**config.mk**
```make
export PLATFORM = sky130hd
export DESIGN_NAME = seq_divider_flat
export DESIGN_NICKNAME = d
export VERILOG_FILES = /design/src/rtl/seq_divider_if.sv /design/src/rtl/seq_divider.sv /design/src/flat_wrapper.sv
export SDC_FILE = /design/constraint.sdc
export NUM_CORES = 1
export LEC_CHECK = 0
export ABC_AREA = 1
export BUFFER_PORTS_ARGS = -buffer_cell sky130_fd_sc_hd__buf_2
export CELL_PAD_IN_SITES_DETAIL_PLACEMENT = 0
export CELL_PAD_IN_SITES_GLOBAL_PLACEMENT = 1
export CORE_MARGIN = 4
export CORE_UTILIZATION = 43
export DETAILED_ROUTE_END_ITERATION = 10
export HOLD_SLACK_MARGIN = 0.05
export PLACE_DENSITY = 0.9
export SYNTH_ARGS = -nofsm -noshare
export SYNTH_HDL_FRONTEND = slang
export SYNTH_SLANG_ARGS = --single-unit
```
**constraint.sdc**
```tcl
create_clock -name clk -period 5.1 [get_ports clk]
set_input_delay 0.765 -clock clk [delete_from_list [all_inputs] [get_ports clk]]
set_output_delay 0.765 -clock clk [all_outputs]
set_load 0.01 [all_outputs]
```
**src/rtl/seq_divider_if.sv**
```systemverilog
// -----------------------------------------------------------------------------
// seq_divider_if
// Request/response bundle between the execute-stage ALU and seq_divider.
//   signed_div : 1 = two's-complement divide, 0 = unsigned (ALU -> divider)
//   opdata1    : dividend (rs)                              (ALU -> divider)
//   opdata2    : divisor  (rt)                              (ALU -> divider)
//   start      : request, held until ready is seen          (ALU -> divider)
//   annul      : abort current operation                    (ALU -> divider)
//   result     : {remainder, quotient}                      (divider -> ALU)
//   ready      : one-cycle result-valid pulse               (divider -> ALU)
// Modports: master = ALU side, slave = divider side.
// -----------------------------------------------------------------------------
interface seq_divider_if #(
   parameter int WIDTH = 32
);
   logic                   signed_div;
   logic [WIDTH-1:0]       opdata1;
   logic [WIDTH-1:0]       opdata2;
   logic                   start;
   logic                   annul;
   logic [2*WIDTH-1:0]     result;
   logic                   ready;

   modport master (
      output signed_div, opdata1, opdata2, start, annul,
      input  result, ready
   );

   modport slave (
      input  signed_div, opdata1, opdata2, start, annul,
      output result, ready
   );
endinterface

```
**src/rtl/seq_divider.sv**
```systemverilog
// -----------------------------------------------------------------------------
// seq_divider
// Multi-cycle radix-2 restoring divider for DIV/DIVU. One quotient bit is
// produced per cycle; the result {remainder, quotient} is presented with a
// one-cycle ready pulse and then held until the next accepted start or annul.
//
// Ports:
//   clk    : clock, rising edge
//   rst    : synchronous active-high reset (priority over annul and start)
//   div_if : seq_divider_if.slave (signed_div, opdata1, opdata2, start, annul
//            in; result, ready out)
//
// Optional build macro:
//   SEQ_DIV_EARLY_EXIT_EN : when defined, a nonzero divisor whose magnitude
//                           exceeds the dividend magnitude skips the iteration
//                           loop (quotient 0, remainder = dividend).
// -----------------------------------------------------------------------------
module seq_divider #(
   parameter int WIDTH = 32
) (
   input  logic          clk,
   input  logic          rst,
   seq_divider_if.slave  div_if
);

   localparam int CNT_W = $clog2(WIDTH);
   localparam logic [CNT_W-1:0] CNT_LAST = CNT_W'(WIDTH - 1);

   typedef enum logic [1:0] {
      S_IDLE    = 2'd0,
      S_DIVZERO = 2'd1,
      S_ON      = 2'd2,
      S_END     = 2'd3
   } state_t;

   state_t               state_q;
   logic [CNT_W-1:0]     cnt_q;
   logic [WIDTH-1:0]     rem_q;      // partial remainder
   logic [WIDTH-1:0]     quo_q;      // dividend bits shift out, quotient bits shift in
   logic [WIDTH-1:0]     dvs_q;      // divisor magnitude
   logic                 neg_quo_q;
   logic                 neg_rem_q;
   logic [2*WIDTH-1:0]   result_q;
   logic                 ready_q;

   logic [WIDTH-1:0]     mag_a;
   logic [WIDTH-1:0]     mag_b;
   logic [WIDTH:0]       shifted;
   logic                 ge;
   logic [WIDTH-1:0]     rem_d;
   logic [WIDTH-1:0]     quo_d;

   // Two's-complement magnitude; -2^(W-1) maps to 2^(W-1) as an unsigned value.
   function automatic logic [WIDTH-1:0] magnitude(input logic signed [WIDTH-1:0] v,
                                                  input logic                     is_signed);
      logic [WIDTH-1:0] u;
      u = $unsigned(v);
      return (is_signed && v[WIDTH-1]) ? (~u + 1'b1) : u;
   endfunction

   // Sign restoration: quotient negated on differing operand signs,
   // remainder follows the dividend sign. Quotient wraps for -2^(W-1)/-1.
   function automatic logic [2*WIDTH-1:0] fixup(input logic [WIDTH-1:0] r,
                                               input logic [WIDTH-1:0] q,
                                               input logic             neg_r,
                                               input logic             neg_q);
      logic [WIDTH-1:0] r_f;
      logic [WIDTH-1:0] q_f;
      r_f = neg_r ? (~r + 1'b1) : r;
      q_f = neg_q ? (~q + 1'b1) : q;
      return {r_f, q_f};
   endfunction

   always_comb begin
      mag_a = magnitude(div_if.opdata1, div_if.signed_div);
      mag_b = magnitude(div_if.opdata2, div_if.signed_div);
   end

   // One restoring step. The true difference is always below the divisor when
   // it is kept, so the low WIDTH bits of the subtraction are exact.
   always_comb begin
      shifted = {rem_q, quo_q[WIDTH-1]};
      ge      = (shifted >= {1'b0, dvs_q});
      rem_d   = ge ? (shifted[WIDTH-1:0] - dvs_q) : shifted[WIDTH-1:0];
      quo_d   = {quo_q[WIDTH-2:0], ge};
   end

   always_ff @(posedge clk) begin
      if (rst) begin
         state_q  <= S_IDLE;
         cnt_q    <= '0;
         result_q <= '0;
         ready_q  <= 1'b0;
      end else if (div_if.annul) begin
         state_q  <= S_IDLE;
         cnt_q    <= '0;
         result_q <= '0;
         ready_q  <= 1'b0;
      end else begin
         ready_q <= 1'b0;
         case (state_q)
            S_IDLE: begin
               if (div_if.start) begin
                  result_q  <= '0;
                  dvs_q     <= mag_b;
                  neg_quo_q <= div_if.signed_div & (div_if.opdata1[WIDTH-1] ^ div_if.opdata2[WIDTH-1]);
                  neg_rem_q <= div_if.signed_div & div_if.opdata1[WIDTH-1];
                  cnt_q     <= '0;
                  if (div_if.opdata2 == '0) begin
                     // zero raw operands make the DIVZERO fix-up yield 0
                     rem_q   <= '0;
                     quo_q   <= '0;
                     state_q <= S_DIVZERO;
`ifdef SEQ_DIV_EARLY_EXIT_EN
                  end else if (mag_a < mag_b) begin
                     rem_q   <= mag_a;
                     quo_q   <= '0;
                     state_q <= S_DIVZERO;
`endif
                  end else begin
                     rem_q   <= '0;
                     quo_q   <= mag_a;
                     state_q <= S_ON;
                  end
               end
            end
            S_ON: begin
               rem_q <= rem_d;
               quo_q <= quo_d;
               cnt_q <= cnt_q + 1'b1;
               if (cnt_q == CNT_LAST) begin
                  result_q <= fixup(rem_d, quo_d, neg_rem_q, neg_quo_q);
                  ready_q  <= 1'b1;
                  state_q  <= S_END;
               end
            end
            S_DIVZERO: begin
               result_q <= fixup(rem_q, quo_q, neg_rem_q, neg_quo_q);
               ready_q  <= 1'b1;
               state_q  <= S_END;
            end
            S_END: begin
               state_q <= S_IDLE;
            end
            default: begin
               state_q <= S_IDLE;
            end
         endcase
      end
   end

   assign div_if.result = result_q;
   assign div_if.ready  = ready_q;

endmodule
```
**src/flat_wrapper.sv**
```systemverilog
// flat-port wrapper written by rule: the top's interface ports become plain ports
module seq_divider_flat 
#(
   parameter int WIDTH = 32
)
  (clk, rst, div_if_signed_div, div_if_opdata1, div_if_opdata2, div_if_start, div_if_annul, div_if_result, div_if_ready);
  seq_divider_if #(.WIDTH(WIDTH)) div_if_i ();
  input  logic clk;
  input  logic rst;
  input wire logic [$bits(div_if_i.signed_div)-1:0] div_if_signed_div;
  input wire logic [$bits(div_if_i.opdata1)-1:0] div_if_opdata1;
  input wire logic [$bits(div_if_i.opdata2)-1:0] div_if_opdata2;
  input wire logic [$bits(div_if_i.start)-1:0] div_if_start;
  input wire logic [$bits(div_if_i.annul)-1:0] div_if_annul;
  output wire logic [$bits(div_if_i.result)-1:0] div_if_result;
  output wire logic [$bits(div_if_i.ready)-1:0] div_if_ready;
  assign div_if_i.signed_div = div_if_signed_div;
  assign div_if_i.opdata1 = div_if_opdata1;
  assign div_if_i.opdata2 = div_if_opdata2;
  assign div_if_i.start = div_if_start;
  assign div_if_i.annul = div_if_annul;
  assign div_if_result = div_if_i.result;
  assign div_if_ready = div_if_i.ready;
  seq_divider #(.WIDTH(WIDTH)) u_core (.clk(clk), .rst(rst), .div_if(div_if_i));
endmodule
```
==> results of run 1 <==
-- power by group --
group / switching, mW / internal [mW] / total [mW]
registers: 0.0382 / 1.50 / 1.54
logic: 0.542 / 0.224 / 0.766
clock network: 0.679 / 0.661 / 1.34
total: 1.26 / 2.39 / 3.64
-- critical path: stages (launching register included) --
cell and delay, ps:
edfxtp_1 480, ha_1 370, nand2_1 150, inv_1 60
nand2_1 60, nand2_1 70, inv_1 60, nand3_1 190
nand2_1 160, nand2_2 80, nand2_4 180, nand2_4 310
inv_2 350, ha_1 200, inv_1 60, nor2_1 100
inv_1 70, o21ai_0 360, nand2_1 130, nor2_1 150
inv_1 90, nor2_1 100, o21ai_0 80, o22ai_1 130
nand2_1 60, a21oi_1 140
-- flip-flops by register name, indices dropped and copies added (netlist names) --
name                  flops
u_core.state_q            2
u_core.div_if.ready       1
u_core.quo_q             32
u_core.rem_q             32
u_core.neg_rem_q          1
u_core.div_if.result     64
u_core.cnt_q              5
u_core.neg_quo_q          1
u_core.dvs_q             32
-- metal layers --
layer  up-vias  part of all wire, %
li1       7418                    -
met1      6913                   40
met2       544                   49
met3       158                  4.8
met4         0                  6.2
met5         -                    0
-- cells in the final DEF (no fill, tap or decap), types with 4 or more instances in the layout --
cell type,n
buf_4,13
nor2_2,7
o21ai_0,139
or2_2,7
clkbuf_16,17
inv_1,276
xnor2_1,29
dfxtp_1,72
nand3b_1,8
o22ai_1,35
xor2_1,43
inv_2,14
nand2_1,594
nand4_1,32
o31ai_1,10
o21bai_1,5
nor3_1,58
inv_8,4
nor4_1,10
clkinv_8,5
edfxtp_1,98
nand3_1,147
a21oi_1,163
ha_1,44
o211ai_1,8
nand2_2,8
buf_2,133
nor2_1,269
nor2_4,7
nand2_4,4
-- cell families (layout without fill, tap and decap cells) --
family                   count (synthesis)  count (layout)  synth area share, %
buffers and inverters                  365             469                 10.2
XOR/XNOR                                72              72                 4.47
AO/OA/AOI/OAI                          386             386                 15.0
flip-flops                             170             170                 31.1
AND/OR/NAND/NOR                       1166            1166                 35.2
adder cells (fa/ha/maj)                 45              45                 4.05
-- final cells by class --
| class | count | share of cell area (%) |
|---|---|---|
| multi-input cells | 1669 | 52.9 |
| flip-flops and latches | 170 | 27.9 |
| inverters | 291 | 6.95 |
| repair buffers | 146 | 4.86 |
| well taps | 442 | 3.52 |
| clock buffers | 17 | 2.71 |
| clock inverters | 15 | 1.12 |
-- cell usage after synthesis (4+ instances only) --
| cell | n |
|---|---|
| ha_1 | 44 |
| dfxtp_1 | 72 |
| nor2_2 | 7 |
| xnor2_1 | 29 |
| nor4_1 | 10 |
| nand3b_1 | 8 |
| xor2_1 | 43 |
| nand2_1 | 594 |
| buf_1 | 4 |
| or2_2 | 7 |
| nand4_1 | 32 |
| o21ai_0 | 140 |
| nor2_4 | 4 |
| nand3_1 | 147 |
| buf_2 | 5 |
| nor3_1 | 58 |
| o21bai_1 | 5 |
| inv_1 | 276 |
| o31ai_1 | 10 |
| o22ai_1 | 35 |
| nand2_2 | 8 |
| nor2_1 | 272 |
| nand2_4 | 4 |
| clkbuf_1 | 60 |
| inv_2 | 14 |
| o211ai_1 | 8 |
| edfxtp_1 | 98 |
| a21oi_1 | 163 |
-- through the flow --
stage,setup WS (ps),cells
final,810,2750
after global placement,935,2718
after CTS,874,2750
after floorplan,724,2204
after detailed placement,904,2718
after global routing,260,2750
-- worst max path at each step --
stage,start,endpoint,slack (ps)
global placement,u_core.rem_q[23]$_SDFFCE_PN0P_,u_core.div_if.result[62]$_SDFFE_PN0P_,930
floorplan,rst,u_core.quo_q[0]$_DFFE_PP_,720
CTS,u_core.rem_q[6]$_SDFFCE_PN0P_,u_core.div_if.result[30]$_SDFFE_PN0P_,870
global route,u_core.rem_q[6]$_SDFFCE_PN0P_,u_core.div_if.result[30]$_SDFFE_PN0P_,260
detailed placement,u_core.rem_q[7]$_SDFFCE_PN0P_,u_core.div_if.result[30]$_SDFFE_PN0P_,900
finish,u_core.rem_q[6]$_SDFFCE_PN0P_,u_core.div_if.result[30]$_SDFFE_PN0P_,810
==> impl_metrics.json, run 1 <==
{
  "rsz0062_at_grt": "false",
  "drv_cap": 0,
  "clock_path_buffers": 2,
  "ys_seq_area_share_pct": 31.1,
  "cts_buffers": 17,
  "cts_tree": "done",
  "yosysTopAreaCellShare_pct": 20.9,
  "min_to": "u_core.div_if.result[6]$_SDFFE_PN0P_",
  "die_h_um": 189,
  "hold_class": "reg -> reg",
  "wl_per_cell_um": 18.0,
  "synth_nets": 2318,
  "cts_max_level": 4,
  "status": "complete, no violations",
  "synthFlopType": "edfxtp_1",
  "max-vdd-ir-drop_uv": 231,
  "first_iter_violations": 1211,
  "num_io_pins": 134,
  "rows": 66,
  "antenna_found_initial": 0,
  "dieWidth_um": 189,
  "ctsHoldBuffers": 0,
  "finalSetupViolCount": 0,
  "arrival_ps": 4670,
  "ff2ff_path_depth": 25,
  "final_util_pct": 48.4,
  "cts_root_buffer": "clkbuf_16",
  "grt_max_degree": 65,
  "drt-total-wl_mm": 49.4,
  "p_per_area_mw_per_mm2": 232,
  "grt_overflow": 0,
  "async_flop_share_pct": 0,
  "r2r_slack_ps": 810,
  "finalMaxSlewViolations": 0,
  "hpwl_mm": 39.2,
  "ys_top_cells_by_area": "edfxtp_1 21%, nand2_1 16%, dfxtp_1 10%",
  "clock-sinks": 170,
  "fin_nets": 2409,
  "grt_util_met3_pct": 3.08,
  "grt_pass1_vias": 14400,
  "post-cts-setup-buffers": 0,
  "post-route-period-util_pct": 84.1,
  "drc_errors": 0,
  "synth_edf_count": 98,
  "multiInputGateArea_mm2": 0.00832,
  "p_leak_nw": 6.98,
  "port_buffers": 133,
  "syn_area_per_cell_um2": 6.40,
  "critPathRequiredTime_ps": 5480,
  "start_kind": "flop",
  "busiest_layer": "met2",
  "r2r_end": "u_core.div_if.result[30]$_SDFFE_PN0P_",
  "holdWs_ps": 462,
  "grt.total_usage_pct": 27.3,
  "worstSkewPairLatency_ps": 460,
  "critPathMaxFanout": 41,
  "fin_skew_ps": 16.8,
  "start_util_pct": 43.4,
  "critPathKind": "reg -> reg",
  "period_needed_ps": 4290,
  "syn_to_final_growth_pct": 11.4,
  "drive_gt1_share_pct": 10.4,
  "endpoint_kind": "flop",
  "clk_pin_slew_worst_paths_ps": 80,
  "finalPower_mw": 3.64,
  "whs_path_depth": 2,
  "via_per_inst": 5.47,
  "met2_usage_pct": 48.2,
  "antenna_cells": 0,
  "r2r_start": "u_core.rem_q[6]$_SDFFCE_PN0P_",
  "gp_congestion": 1.00,
  "synthDistinctLibCells": 55,
  "syn-cell-area_mm2": 0.0141,
  "yosysWarnings": 0,
  "max_slew_margin_pct": 26.7,
  "hold_start": "u_core.div_if.result[6]$_SDFFE_PN0P_",
  "die-area_mm2": 0.0358,
  "grt_pass1_wl_mm": 77.0,
  "fin_area_mm2": 0.0157,
  "drt-pass1-iter-count": 6,
  "ctsResizeCount": 0,
  "drt.antenna.violating_nets": 0,
  "yosys.area.top_type": "edfxtp_1",
  "finalHoldViolCount": 0,
  "layout.area.seq_mm2": 0.00438,
  "ys_seq_elements": 170,
  "fillers": 3401,
  "met1_usage_pct": 32.4,
  "tns_ps": 0,
  "worst_pin_slew_ps": 1100,
  "core_area_mm2": 0.0325,
  "fmax_mhz": 233,
  "synthesis.instances": 2204,
  "dpl_cell_area_mm2": 0.0151,
  "vias": 15000
}
No activity file was read; power rests on OpenSTA's default activity.
==> run 2, diff against run 1 <==
--- a/config.mk
+++ b/config.mk
@@ -10,10 +10,10 @@
 export CELL_PAD_IN_SITES_DETAIL_PLACEMENT = 0
 export CELL_PAD_IN_SITES_GLOBAL_PLACEMENT = 1
 export CORE_MARGIN = 4
-export CORE_UTILIZATION = 43
+export CORE_UTILIZATION = 39
 export DETAILED_ROUTE_END_ITERATION = 10
 export HOLD_SLACK_MARGIN = 0.05
-export PLACE_DENSITY = 0.9
+export PLACE_DENSITY = 0.86
 export SYNTH_ARGS = -nofsm -noshare
 export SYNTH_HDL_FRONTEND = slang
 export SYNTH_SLANG_ARGS = --single-unit
==> constraint.sdc (replaced) <==
create_clock -name clk -period 3.54 [get_ports clk]
set_input_delay 0.531 -clock clk [delete_from_list [all_inputs] [get_ports clk]]
set_output_delay 0.531 -clock clk [all_outputs]
set_load 0.01 [all_outputs]
==> impl_metrics.json, run 2 (synthesis gave the netlist of run 1 again) <==
{
  "finalHoldViolCount": 0,
  "largest_reg_flops": 64,
  "layout_commonest_cell": "nand2_1",
  "pwr-share-comb_pct": 24.2,
  "holdWs_ps": 313,
  "p_switching_mw": 1.84,
  "fin_skew_ps": 16.0,
  "preCtsSetupSlack_ps": -35.2,
  "p_per_area_mw_per_mm2": 318,
  "period_needed_ps": 3410,
  "wl_per_cell_um": 18.6,
  "max_slew_margin_pct": 21.8,
  "drv_cap": 0,
  "hpwl_mm": 42.6,
  "pwr-share-seq_pct": 40.5,
  "core_area_mm2": 0.0357,
  "clkPwrFrac_pct": 35.4,
  "final_util_pct": 48.0,
  "vias": 15500,
  "die_h_um": 198,
  "start_util_pct": 39.5,
  "finalPower_mw": 5.45,
  "antenna_found_initial": 1,
  "dieWidth_um": 198,
  "cts_max_level": 4,
  "rsz0062_at_grt": "true",
  "layout_common_cells": "583 x nand2_1, 272 x inv_1, 250 x nor2_1",
  "num_io_pins": 134,
  "rows": 69,
  "finalSetupViolCount": 0,
  "cts_buffers": 17,
  "dpl_cell_area_mm2": 0.0160,
  "drc_errors": 0,
  "critPathMaxFanout": 6,
  "grt_pass1_wl_mm": 82.7,
  "worst_pin_slew_ps": 1170,
  "post-route-period-util_pct": 96.4,
  "fin_area_mm2": 0.0171,
  "grt_pass1_vias": 14800,
  "p_int_mw": 3.61,
  "fillers": 3744,
  "first_iter_violations": 1304,
  "clock-sinks": 170,
  "via_per_inst": 5.36,
  "drt.antenna.violating_nets": 0,
  "cts_root_buffer": "clkbuf_16",
  "clock_path_buffers": 2,
  "die-area_mm2": 0.0393,
  "endpoint_kind": "flop",
  "fin_nets": 2530,
  "grt_overflow": 0,
  "hold_class": "in -> reg",
  "max-vdd-ir-drop_uv": 362,
  "finalMaxSlewViolations": 0,
  "grt.total_usage_pct": 27.0,
  "syn_to_final_growth_pct": 21.4,
  "grt_max_degree": 106,
  "final_cells": 2892,
  "drt-total-wl_mm": 53.8,
  "fmax_mhz": 293,
  "cts_tree": "done",
  "port_buffers": 133,
  "arrival_ps": 3740,
  "drt-pass1-iter-count": 6,
  "critPathKind": "reg -> reg",
  "p_leak_nw": 7.61,
  "swShare_pct": 33.8,
  "r2r_slack_ps": 130,
  "worstSkewPairLatency_ps": 460,
  "gp_congestion": 1.01,
  "status": "complete, no violations",
  "setup_slack_ps": 126,
  "drive_gt1_share_pct": 17.7,
  "ctsHoldBuffers": 0,
  "clk_pin_slew_worst_paths_ps": 80,
  "start_kind": "flop",
  "critPathRequiredTime_ps": 3860,
  "numPlacedInstances": 2851,
  "tns_ps": 0
}
[run 2: worst max-delay path, stage by stage, from the launching register on]
cell      delay [ps]
edfxtp_1         510
ha_4             340
nand2_1           80
nor2_2           150
inv_2             70
nor2_4           110
nand2_2           80
nor3_4           210
nor2_4            70
nand2_4          120
buf_6            150
nand2_2           70
o21ai_4           80
ha_4             160
nand3_2          110
inv_2             80
nand2_2           70
nor2_4           150
nand4_1          210
nand2_2          150
nand2_1           60
nand2_1           50
nand3_1           60
nand2_1           70
a21oi_2           50
[run 2: cell type report]
cell class | instances | area, um2 | area share [%]
diodes | 2 | 5.00 | 0.0292
clock buffers | 20 | 478 | 2.79
clock inverters | 12 | 97.6 | 0.570
inverters | 291 | 1090 | 6.38
multi-input cells | 1669 | 8770 | 51.2
flip-flops and latches | 170 | 4380 | 25.6
well taps | 461 | 577 | 3.37
repair buffers | 267 | 1710 | 10.0
[run 2: what timing repair did]
action,4_1_cts,5_1_grt
endpoints found under the setup margin,8,29
buffers inserted,0,7
pin swaps,0,15
resized for setup,2,85
[run 2: worst paths after layout]
kind,cells past startpoint,to,from
max,24,u_core.div_if.result[62]$_SDFFE_PN0P_,u_core.rem_q[18]$_SDFFCE_PN0P_
max reg2reg,24,u_core.div_if.result[62]$_SDFFE_PN0P_,u_core.rem_q[18]$_SDFFCE_PN0P_
min reg2reg,2,u_core.div_if.result[51]$_SDFFE_PN0P_,u_core.div_if.result[51]$_SDFFE_PN0P_
min,1,u_core.dvs_q[0]$_DFFE_PP_,div_if_opdata2[0]
[run 2: power groups by stage]
| stage | clock (mW) | combinational (mW) | sequential (mW) |
|---|---|---|---|
| 2_1_floorplan | 0 | 0.757 | 2.24 |
| 3_3_place_gp | 0 | 1.23 | 2.24 |
| 3_5_place_dp | 0 | 1.24 | 2.25 |
| 4_1_cts | 1.95 | 1.24 | 2.20 |
| 5_1_grt | 2.02 | 1.45 | 2.21 |
| 6_report | 1.93 | 1.32 | 2.20 |
[run 2: routing by layer]
metal  track usage [%]  part of all wire [%]
met4              11.7                   4.6
met1              32.6                    41
met3              3.42                   5.2
met2              48.0                    49
met5                 0                     0
==> run 3, diff against run 2 <==
--- a/config.mk
+++ b/config.mk
@@ -5,12 +5,10 @@
 export SDC_FILE = /design/constraint.sdc
 export NUM_CORES = 1
 export LEC_CHECK = 0
-export ABC_AREA = 1
 export BUFFER_PORTS_ARGS = -buffer_cell sky130_fd_sc_hd__buf_2
 export CELL_PAD_IN_SITES_DETAIL_PLACEMENT = 0
 export CELL_PAD_IN_SITES_GLOBAL_PLACEMENT = 1
-export CORE_MARGIN = 4
-export CORE_UTILIZATION = 39
+export CORE_UTILIZATION = 41
 export DETAILED_ROUTE_END_ITERATION = 10
 export HOLD_SLACK_MARGIN = 0.05
 export PLACE_DENSITY = 0.86
==> impl_metrics.json, run 3 <==
{
  "grt_pass1_wl_mm": 70.2,
  "worstSkewPairLatency_ps": 450,
  "p_per_area_mw_per_mm2": 330,
  "r2r_start": "u_core.rem_q[13]$_SDFFCE_PN0P_",
  "ys_top_cells_by_area": "edfxtp_1 22%, dfxtp_1 11%, xnor2_1 8.5%",
  "yosysTopAreaCellShare_pct": 22.4,
  "cts_max_level": 4,
  "wl_met3_mm": 4.35,
  "grt_overflow": 0,
  "endpoint_kind": "flop",
  "p_switching_mw": 2.01,
  "die-area_mm2": 0.0328,
  "hpwl_mm": 34.0,
  "setup_slack_ps": -567,
  "arrival_ps": 4420,
  "whs_path_depth": 1,
  "die_h_um": 181,
  "wl_met2_mm": 20.6,
  "port_buffers": 133,
  "swShare_pct": 33.3,
  "largest_reg_flops": 64,
  "num_io_pins": 134,
  "dieWidth_um": 181,
  "pwr-share-seq_pct": 37.1,
  "finalMaxSlewViolations": 0,
  "synth_edf_count": 98,
  "yosysWarnings": 0,
  "syn_to_final_growth_pct": 39.2,
  "ys_seq_area_share_pct": 33.3,
  "cp_slowest_stage_delay_ps": 540,
  "finalHoldViolCount": 0,
  "start_kind": "flop",
  "ys_seq_elements": 170,
  "period_needed_ps": 4110,
  "layout_commonest_cell": "buf_4",
  "cp_slowest_cell": "or4_4",
  "drt.antenna.violating_nets": 0,
  "yosys.area.top_type": "edfxtp_1",
  "r2r_end": "u_core.div_if.result[60]$_SDFFE_PN0P_",
  "status": "finished, violations left",
  "async_flop_share_pct": 0,
  "critPathMaxFanout": 4,
  "clkPwrFrac_pct": 32.7,
  "critPathRequiredTime_ps": 3850,
  "synth_nets": 1750,
  "path_common_cell": "buf_6",
  "grt_pass1_vias": 12500,
  "max-vdd-ir-drop_uv": 357,
  "via_per_inst": 5.76,
  "rows": 65,
  "clock-sinks": 170,
  "first_iter_violations": 1568,
  "hold_start": "div_if_opdata2[0]",
  "syn-cell-area_mm2": 0.0132,
  "layout_common_cells": "286 x buf_4, 191 x nor2_1, 171 x nand2_1",
  "worst_pin_slew_ps": 976,
  "p_leak_nw": 7.21,
  "violations": "negative setup slack",
  "fmax_mhz": 244,
  "grt.total_usage_pct": 27.4,
  "routed.top_layer": "met5",
  "ff2ff_path_depth": 17,
  "critPathTopFamily": "simple AND/OR/NAND/NOR gates",
  "met1_length_mm": 22.1,
  "cts_root_buffer": "clkbuf_16",
  "core_area_mm2": 0.0316,
  "ys_top_cells_by_count": "197 x nor2_1, 181 x nand2_1, 131 x a21oi_1, 128 x xnor2_1, 114 x o21ai_0",
  "post-route-period-util_pct": 116,
  "r2r_slack_ps": -570,
  "tns_ps": -10690,
  "crit_chain": "ha_4 -> nand4_1 -> nor4_2 -> o21ai_1 -> nand2_1 -> a311o_2 -> buf_6 -> buf_4 -> buf_6 -> inv_8 -> o41a_1 -> buf_4 -> or4_4 -> buf_6 -> o21ai_4 -> xnor2_1 -> o22ai_1",
  "drt-pass1-iter-count": 5,
  "synthDistinctLibCells": 77,
  "yosysMostFrequentCell": "nor2_1",
  "clk_pin_slew_worst_paths_ps": 80,
  "preCtsSetupSlack_ps": -768,
  "synthesis.instances": 1636,
  "p_int_mw": 4.03,
  "critPathKind": "reg -> reg",
  "clock_path_buffers": 2,
  "vias": 13900,
  "rsz0062_at_grt": "true",
  "synthFlopType": "edfxtp_1",
  "finalSetupViolCount": 40,
  "drive_gt1_share_pct": 33.1,
  "drc_errors": 0,
  "wl_per_cell_um": 19.9,
  "max_slew_margin_pct": 34.7,
  "antenna_found_initial": 3,
  "fin_skew_ps": 11.9,
  "gp_congestion": 0.935,
  "path_buf_inv": 6,
  "finalPower_mw": 6.04,
  "hold_class": "in -> reg",
  "drv_cap": 0,
  "cts_tree": "done",
  "fin_nets": 2116,
  "cts_buffers": 17,
  "start_util_pct": 41.7,
  "drt-total-wl_mm": 48.2,
  "pwr-share-comb_pct": 30.2,
  "syn_area_per_cell_um2": 8.05,
  "min_to": "u_core.dvs_q[0]$_DFFE_PP_",
  "grt_max_degree": 68
}
run 3: worst max-delay path by stage:
stage / start / endpoint / slack (ps) / cells after the start
2_1_floorplan: u_core.rem_q[11]$_SDFFCE_PN0P_ / u_core.div_if.result[56]$_SDFFE_PN0P_ / -1010 / 24
3_3_place_gp: u_core.rem_q[13]$_SDFFCE_PN0P_ / u_core.div_if.result[56]$_SDFFE_PN0P_ / -640 / 19
3_5_place_dp: u_core.rem_q[13]$_SDFFCE_PN0P_ / u_core.div_if.result[44]$_SDFFE_PN0P_ / -770 / 20
4_1_cts: u_core.rem_q[13]$_SDFFCE_PN0P_ / u_core.div_if.result[56]$_SDFFE_PN0P_ / -490 / 20
5_1_grt: u_core.rem_q[13]$_SDFFCE_PN0P_ / u_core.div_if.result[60]$_SDFFE_PN0P_ / -670 / 20
6_report: u_core.rem_q[13]$_SDFFCE_PN0P_ / u_core.div_if.result[60]$_SDFFE_PN0P_ / -570 / 17
run 3: metal layers:
layer	GRT usage, %	vias up
li1	-	6611
met1	41.8	6573
met2	39.1	643
met3	4.74	90
met4	7.69	6
met5	0	-
run 3: power groups by stage:
stage          combinational [mW]  sequential [mW]  clock, mW
2_1_floorplan               0.905             2.26          0
3_3_place_gp                 1.52             2.27          0
3_5_place_dp                 1.54             2.27          0
4_1_cts                      1.63             2.23       1.99
5_1_grt                      1.94             2.24       2.06
6_report                     1.82             2.24       1.98
run 3: cell type report:
class                           instances  area (um2)
Tap cell                              402         503
Sequential cell                       170        4380
Inverter                               64         248
Fill cell                            2767       13200
Clock inverter                         13         120
Timing Repair Buffer                  450        3270
Multi-Input combinational cell       1299        9320
Clock buffer                           19         475
Antenna cell                            2        5.00
run 3: cell families after synthesis:
family	count (synthesis)	synth area share [%]
adders and majority gates	45	4.33
AOI/OAI and AO/OA	466	22.8
buffers and inverters	167	4.84
muxes	29	2.27
and+or+nand+nor	561	19.3
xor gates and xnor gates	198	13.2
DFF	170	33.3
run 3: stage by stage:
stage                     utilization [%]  cells  hold slack (ps)  cell area (um2)
final                                58.1   2419              277            18300
after global routing                 58.1   2417              266            18300
after CTS                            55.4   2402              273            17500
after detailed placement             51.3   2335              449            16200
after global placement               51.3   2335              444            16200
after floorplan                         -   1636              460            13400
run 3: worst register-to-register path: cells and delay by family (launching register included):
kind	cells	cell delay [ps]
adders and majority gates	1	330
xor gates and xnor gates	1	130
AOI/OAI and AO/OA	5	1110
and+or+nand+nor	4	1220
DFF	1	440
buffers and inverters	6	750
run 3: timing repair:
| action | CTS | global route |
|---|---|---|
| pin swaps | 49 | 84 |
| gates cloned | 0 | 3 |
| setup buffers | 39 | 19 |
| resized for setup | 90 | 137 |
| endpoints found under the setup margin | 43 | 64 |
| hold buffers | 0 | 0 |
